File: config.mk
export PLATFORM = sky130hd
export DESIGN_NAME = bram_wr_delay_line
export DESIGN_NICKNAME = d
export VERILOG_FILES = /design/src/rtl/bram_wr_delay_line.sv
export SDC_FILE = /design/constraint.sdc
export NUM_CORES = 1
export LEC_CHECK = 0
export CORE_MARGIN = 2
export CORE_UTILIZATION = 50
export DETAILED_ROUTE_END_ITERATION = 16
export GPL_TIMING_DRIVEN = 0
export PLACE_DENSITY = 0.83
export SYNTH_ARGS = -nofsm -noshare
export SYNTH_HDL_FRONTEND = slang
export SYNTH_SLANG_ARGS = --single-unit
File: constraint.sdc
create_clock -name clk_i -period 4.07 [get_ports clk_i]
set_input_delay 0.814 -clock clk_i [delete_from_list [all_inputs] [get_ports clk_i]]
set_output_delay 0.814 -clock clk_i [all_outputs]
set_load 0.02 [all_outputs]
File: src/rtl/bram_wr_delay_line.sv
// Write-back delay line for the BRAM write port: runtime-selectable latency,
// stall/flush control and read-after-write hazard forwarding from in-flight writes.
module bram_wr_delay_line #(
    parameter  int DEPTH      = 5,
    parameter  int ADDR_WIDTH = 5,
    parameter  int DATA_WIDTH = 16,
    localparam int LW         = $clog2(DEPTH) + 1,
    localparam int CW         = $clog2(DEPTH + 1)
) (
    input  logic                  clk_i,
    input  logic                  rst_i,
    input  logic                  stall_i,
    input  logic                  flush_i,
    input  logic [LW-1:0]         lat_sel_i,
    input  logic                  wr_en_i,
    input  logic [ADDR_WIDTH-1:0] wr_addr_i,
    input  logic [DATA_WIDTH-1:0] wr_data_i,
    input  logic [ADDR_WIDTH-1:0] rd_addr_i,
    output logic                  wr_en_o,
    output logic [ADDR_WIDTH-1:0] wr_addr_o,
    output logic [DATA_WIDTH-1:0] wr_data_o,
    output logic                  hazard_o,
    output logic [DATA_WIDTH-1:0] fwd_data_o,
    output logic [CW-1:0]         occupancy_o
);

    logic [DEPTH-1:0]      v_q, v_d;
    logic [ADDR_WIDTH-1:0] addr_q [DEPTH];
    logic [ADDR_WIDTH-1:0] addr_d [DEPTH];
    logic [DATA_WIDTH-1:0] data_q [DEPTH];
    logic [DATA_WIDTH-1:0] data_d [DEPTH];
    logic [LW-1:0]         lat_q, lat_d, lat_clamp_s;
    logic [DEPTH-1:0]      act_s;
    logic                  idle_s;
    logic                  out_v_s;

    // Out-of-range latency requests fall back to the full depth
    always_comb begin
        if ((lat_sel_i == '0) || (lat_sel_i > LW'(DEPTH))) begin
            lat_clamp_s = LW'(DEPTH);
        end else begin
            lat_clamp_s = lat_sel_i;
        end
    end

    // Mark stages inside the current latency window
    always_comb begin
        act_s = '0;
        for (int k = 0; k < DEPTH; k++) begin
            act_s[k] = (LW'(k) < lat_q);
        end
    end

    assign idle_s = ~|(v_q & act_s);

    // Next-state: flush beats stall beats shift; latency only moves when the window is empty
    always_comb begin
        v_d    = v_q;
        addr_d = addr_q;
        data_d = data_q;
        lat_d  = lat_q;
        if (flush_i) begin
            v_d = '0;
        end else if (stall_i) begin
            v_d = v_q;
        end else begin
            v_d[0]    = wr_en_i & act_s[0];
            addr_d[0] = wr_addr_i;
            data_d[0] = wr_data_i;
            for (int k = 1; k < DEPTH; k++) begin
                v_d[k]    = v_q[k-1] & act_s[k];
                addr_d[k] = addr_q[k-1];
                data_d[k] = data_q[k-1];
            end
            lat_d = (idle_s && !wr_en_i) ? lat_clamp_s : lat_q;
        end
    end

    // Stage and latency registers
    always_ff @(posedge clk_i or posedge rst_i) begin
        if (rst_i) begin
            v_q   <= '0;
            lat_q <= LW'(DEPTH);
            for (int k = 0; k < DEPTH; k++) begin
                addr_q[k] <= '0;
                data_q[k] <= '0;
            end
        end else begin
            v_q    <= v_d;
            lat_q  <= lat_d;
            addr_q <= addr_d;
            data_q <= data_d;
        end
    end

    // Write port taps the last active stage; a stalled entry is withheld until released
    always_comb begin
        out_v_s   = 1'b0;
        wr_addr_o = '0;
        wr_data_o = '0;
        for (int k = 0; k < DEPTH; k++) begin
            out_v_s   = (LW'(k) == (lat_q - LW'(1))) ? v_q[k]    : out_v_s;
            wr_addr_o = (LW'(k) == (lat_q - LW'(1))) ? addr_q[k] : wr_addr_o;
            wr_data_o = (LW'(k) == (lat_q - LW'(1))) ? data_q[k] : wr_data_o;
        end
        wr_en_o = out_v_s & ~stall_i;
    end

    // Hazard scan runs oldest to youngest so the youngest match wins the forward mux
    always_comb begin
        hazard_o    = 1'b0;
        fwd_data_o  = '0;
        occupancy_o = '0;
        for (int k = DEPTH - 1; k >= 0; k--) begin
            hazard_o    = hazard_o | (act_s[k] & v_q[k] & (addr_q[k] == rd_addr_i));
            fwd_data_o  = (act_s[k] && v_q[k] && (addr_q[k] == rd_addr_i)) ? data_q[k] : fwd_data_o;
            occupancy_o = occupancy_o + CW'(act_s[k] & v_q[k]);
        end
    end

endmodule

---- Word level (Yosys, flattened, before mapping) ----
Cells that the tools add are included.
word-level totals
  flip-flop bits (word level) ............. 114
  logic and storage cells ................. 103
operators by class
  add/sub/neg operators ................... 5
  magnitude comparators ................... 6
  equality and inequality tests ........... 10
  mux-type cells .......................... 23
  bitwise operators ....................... 28
  reduce and logical (&&, ||, !) cells .... 19
operator list
  cell                                                                              count
  16-bit two-way mux                                                                10
  5-bit two-way mux                                                                 7
  5-bit equality test                                                               5
  1-bit AND                                                                         21
  1-bit logical AND                                                                 11
  2-bit by 4-bit equality test with 1-bit output (first input constant)             2
  4-bit zero test                                                                   2
  1-bit by 4-bit < comparator with 1-bit output (first input constant)              2
  2-bit by 4-bit < comparator with 1-bit output (first input constant)              2
  3-bit by 1-bit adder with 3-bit output                                            2
  5-bit AND                                                                         1
  1-bit two-way mux                                                                 5
  5-bit OR reduction                                                                1
  1-bit by 4-bit equality test with 1-bit output (first input constant)             1
  3-bit by 4-bit equality test with 1-bit output (first input constant)             1
  4-bit by 3-bit greater-than comparator with 1-bit output (second input constant)  1
  3-bit by 4-bit < comparator with 1-bit output (first input constant)              1
  4-bit two-way mux                                                                 1
  1-bit bitwise OR                                                                  4
  4-bit by 1-bit subtractor with 4-bit output (second input constant)               1
  2-bit by 1-bit adder with 3-bit output                                            1
  3-bit AND reduction                                                               1
  1-bit by 1-bit adder with 2-bit output                                            1
  1-bit zero test                                                                   2
  4 further kinds                                                                   5

---- Depth between registers and ports, before layout ----
  word-level depth ........................ 8
  gate-level depth with buffers ........... 9

---- Worst setup path before layout ----
OpenSTA, ideal clock, no wires.
  kind .................................... input port to output port
  start point ............................. input rd_addr_i[3]
  end point ............................... output fwd_data_o[0]
  data arrival time ....................... 2.533 ns
  slack ................................... 0.723 ns
  cell stages on the path ................. 9
  buffers on the path ..................... 4
  cells stage by stage .................... buf_2 xnor2_1 nand3_1 or4_4 buf_6 nand2b_4 buf_6 buf_6 o221ai_1
on the way
  word-level cells in the longest chain between the ends .. 7
  elaborated cells on any way between the ends .. 15
  classes of those cells .................. 5 x eq/ne; 5 x mux; 5 x reduce/logical
ends and longest elaborated chain
  what                             RTL line  text
  from (decl)                      18        input logic [ADDR_WIDTH-1:0] rd_addr_i,
  5-bit equality test              116       fwd_data_o = (act_s[k] && v_q[k] && (addr_q[k] == rd_addr_i)) ? data_q[k] : fwd_data_o;
  1-bit logical AND                116
  16-bit two-way mux (4 in a row)  116
  16-bit two-way mux (*)           116
  to (decl)                        23        output logic [DATA_WIDTH-1:0] fwd_data_o,
Mark *: on every way between the ends. The rest lies on a longest branch, timed or not.

---- Worst setup path in the final report ----
  start point ............................. register lat_q[2]
  end point ............................... output fwd_data_o[8]
on the way
  word-level cells in the longest chain between the ends .. 8
  elaborated cells on any way between the ends .. 20
  classes of those cells .................. 5 x order compare; 5 x mux; 10 x reduce/logical
ends and longest elaborated chain
  what                                           RTL line  text
  from (decl)                                    32        logic [LW-1:0] lat_q, lat_d, lat_clamp_s;
  from (signal assigned)                         83        lat_q <= LW'(DEPTH);
  from (signal assigned)                         90        lat_q <= lat_d;
  3-bit by 4-bit < comparator with 1-bit output  50        act_s[k] = (LW'(k) < lat_q);
  1-bit logical AND (2 in a row)                 116
  16-bit two-way mux (4 in a row)                116
  16-bit two-way mux (*)                         116
Marks and branches as above.

==> reports/summary.txt <==
Sequential fraction of the synthesis area: 0.455
Syn Inst Count: 626
Yosys reg bits: 114
GR Util All Layers: 0.300
R2r setup slk: 2.03 ns
FMAX: 252 MHz
1st-pass router iterations: 5
Worst R2R Start: lat_q[1]
Worst-Skew Late Latency: 0.43 ns
Hold Vio Cnt, Final: 0
Max-slew headroom: 0.402
Synth Net Count: 664
Hpwl dp: 12.7 mm
Crit path required time: 3.26 ns
CP Cell Sequence: or3_4 > nand2_4 > or4_4 > buf_6 > nand2b_4 > buf_6 > o221ai_1 > clkdlybuf4s50_1
CTS Buffer Depth: 2
Slowest cell on the critical path: clkdlybuf4s50_1
Rows: 40
# setup viols final: 0
Least-Margin Pin Slew: 0.897 ns
Vias per cell: 6.21
WP data arrival: 3.15 ns
H-Tree Depth: 4
Nature of the critical path endpoint: output port
Worst R2R End: lat_q[2]
Synthesized area: 0.00627 mm2
Worst hold start: data_q[49]
Fin crit share: 0.975
CTS tree: done
Drt wl/cell: 21.2 um
Worst vdd ir: 0.000396 V
Die area: 0.0135 mm2
Cts hold-fix bufs: 0
Hold Crit Class: register to register
Yosys Warn Count: 0
Starting Density: 0.518
Element type at the critical path start: register
Crit-path max cell delay: 0.66 ns
P&R area growth vs syn: 25.8%
Max Fanout on Critical Path: 9
Asr flop ratio synth: 1.00
Total power: 4.62 mW
Final WL: 19.0 mm
Nets@finish: 756
Global-route wire length before repair: 29.6 mm
Max-slew violations: 0
Unique masters post-synth: 52
CTS Buf Count: 17
Hold EP: data_q[33]
Layout Skew: 0.00810 ns
Worst-case reg-to-reg path depth: 6
Ports: 77
Max cap viols: 0
Ys flop type: dfrtp_1
Min cycle time layout: 3.97 ns
Port Buffers: 71
Final ANT Viol Nets: 0
EDFF count, synth: 0
Initial drt markers: 540
CP Class: register to output port
DRC: 0
TritonCTS Sinks: 114
Syn Area/Cell: 10.0 um2
Vias in the first global route: 5666
Routed via count: 5587
Reg clk slew, reported paths: 0.05 ns
Leak Pwr: 3.37 nW
Status: completed
DIE WIDTH: 116 um
Fraction of layout cells with a size suffix above 1: 0.223
Routability cong.: 0.997
Ant diodes: 0
RSZ-0062 raised after global routing: false
Largest net degree at the start of global routing: 63
Initial antenna violation count: 0
Core Footprint: 0.0121 mm2
Clock Tree Root: clkbuf_16
Gr ovfl total: 0
PD cells: 586 mW/mm2
Die height: 116 um
Finished Core Util: 0.651
Hold Path Depth: 1
Top cell by count, worst path: buf_6
[where the power goes]
group	leakage (nW)	internal, mW	switching (mW)	total [mW]
combinational	1.67	0.639	0.717	1.36
clock	0.295	1.02	0.526	1.55
sequential	1.40	1.42	0.297	1.72
[cells by family (layout without fill, tap and decap cells)]
logic type,after synthesis,count (layout),share of synthesized area
XOR/XNOR,26,26,0.0393
multiplexers,94,94,0.167
buffers and inverters,84,189,0.0567
AND/OR/NAND/NOR,170,170,0.121
adder cells (fa/ha/maj),3,3,0.00838
flip-flops,114,114,0.455
AO/OA/AOI/OAI,135,135,0.152
[flip-flops by register name, summed over array words and instances, names as in the netlist]
register and cells:
data_q 80, addr_q 25, v_q 5, lat_q 4
[timing repair]
item,4_1_cts,5_1_grt
pin swaps,2,0
setup endpoints to repair,40,27
buffers inserted,2,0
resized for setup,28,11
[cell type report]
cell class	instances	area, um2
fill	961	4220
multi-input combinational	428	3090
sequential	114	2860
timing repair buffer	74	744
clock buffer	23	488
buffer	51	254
tap	168	210
clock inverter	9	128
inverter	32	123
[cell usage in the layout, fill, tap and decap left out, types with 3 or more instances in the layout]
cell type,synthesis,final
a311oi_1,16,15
buf_6,3,3
nor3_1,13,12
clkinv_2,0,3
clkbuf_2,0,8
mux2i_1,9,9
o211ai_1,16,16
nor2_1,60,59
mux2_2,85,85
o21ai_0,33,33
nand3_1,10,10
o221ai_1,16,16
clkdlybuf4s50_1,0,55
buf_2,14,12
clkbuf_1,33,26
o22ai_1,7,7
nand2_1,65,65
dfrtp_1,112,112
a22oi_1,8,8
bufinv_16,0,3
xor2_1,10,10
a21oi_1,16,16
clkbuf_8,0,4
clkinvlp_4,0,3
o2bb2ai_1,3,3
clkbuf_16,0,17
a221oi_1,13,13
clkbuf_4,0,4
inv_1,32,31
dlymetal6s2s_1,0,3
xnor2_1,15,15
dlygate4sd2_1,0,13
[synth_stat cells (3+ instances only)]
cell       number  area (um2)
dfrtp_1       112        2800
mux2_2         85         957
nand2_1        65         244
nor2_1         60         225
clkbuf_1       33         124
o21ai_0        33         165
inv_1          32         120
a21oi_1        16        80.1
a311oi_1       16         140
o211ai_1       16         120
o221ai_1       16         140
xnor2_1        15         131
buf_2          14        70.1
a221oi_1       13         114
nor3_1         13        65.1
nand3_1        10        50.1
xor2_1         10        87.6
mux2i_1         9        90.1
a22oi_1         8        60.1
o22ai_1         7        43.8
buf_6           3        33.8
o2bb2ai_1       3        26.3
[metrics by stage]
stage | hold WS, ns | std cells | area, um2 | setup TNS [ns] | setup slack (ns)
finish | 0.521 | 899 | 7890 | 0 | 0.103
global route | 0.530 | 899 | 7890 | 0 | 0.0174
CTS | 0.518 | 900 | 7860 | 0 | 0.0193
detailed placement | 0.509 | 866 | 7220 | -2.57 | -0.262
global placement | 0.482 | 865 | 7190 | -144.65 | -1.28
floorplan | 0.479 | 626 | 6270 | 0 | 0.244
[how the worst max path moves through the flow]
stage,from,endpoint,slack (ns),cells past startpoint
4_1_cts,lat_q[2],fwd_data_o[8],0.02,8
2_1_floorplan,rst_i,addr_q[0],0.24,1
3_5_place_dp,rd_addr_i[1],fwd_data_o[10],-0.26,8
6_report,lat_q[2],fwd_data_o[8],0.10,8
3_3_place_gp,rst_i,data_q[41],-1.28,2
5_1_grt,lat_q[0],fwd_data_o[8],0.02,8
[worst max-delay path, delay by kind of cell, from the launching register on]
family,cells,cell delay [ns]
DFF,1,0.60
AOI/OAI and AO/OA,1,0.23
and+or+nand+nor,4,0.93
buffers and inverters,3,0.96
[metal layers]
layer / GRT usage / wire (um) / share of wire
met4: 0.158 / 673 / 0.035
met3: 0.0675 / 1930 / 0.10
met5: 0 / 0 / 0
met2: 0.480 / 9040 / 0.47
met1: 0.383 / 7390 / 0.39
Note: power is estimated with default switching activity, not from simulation.
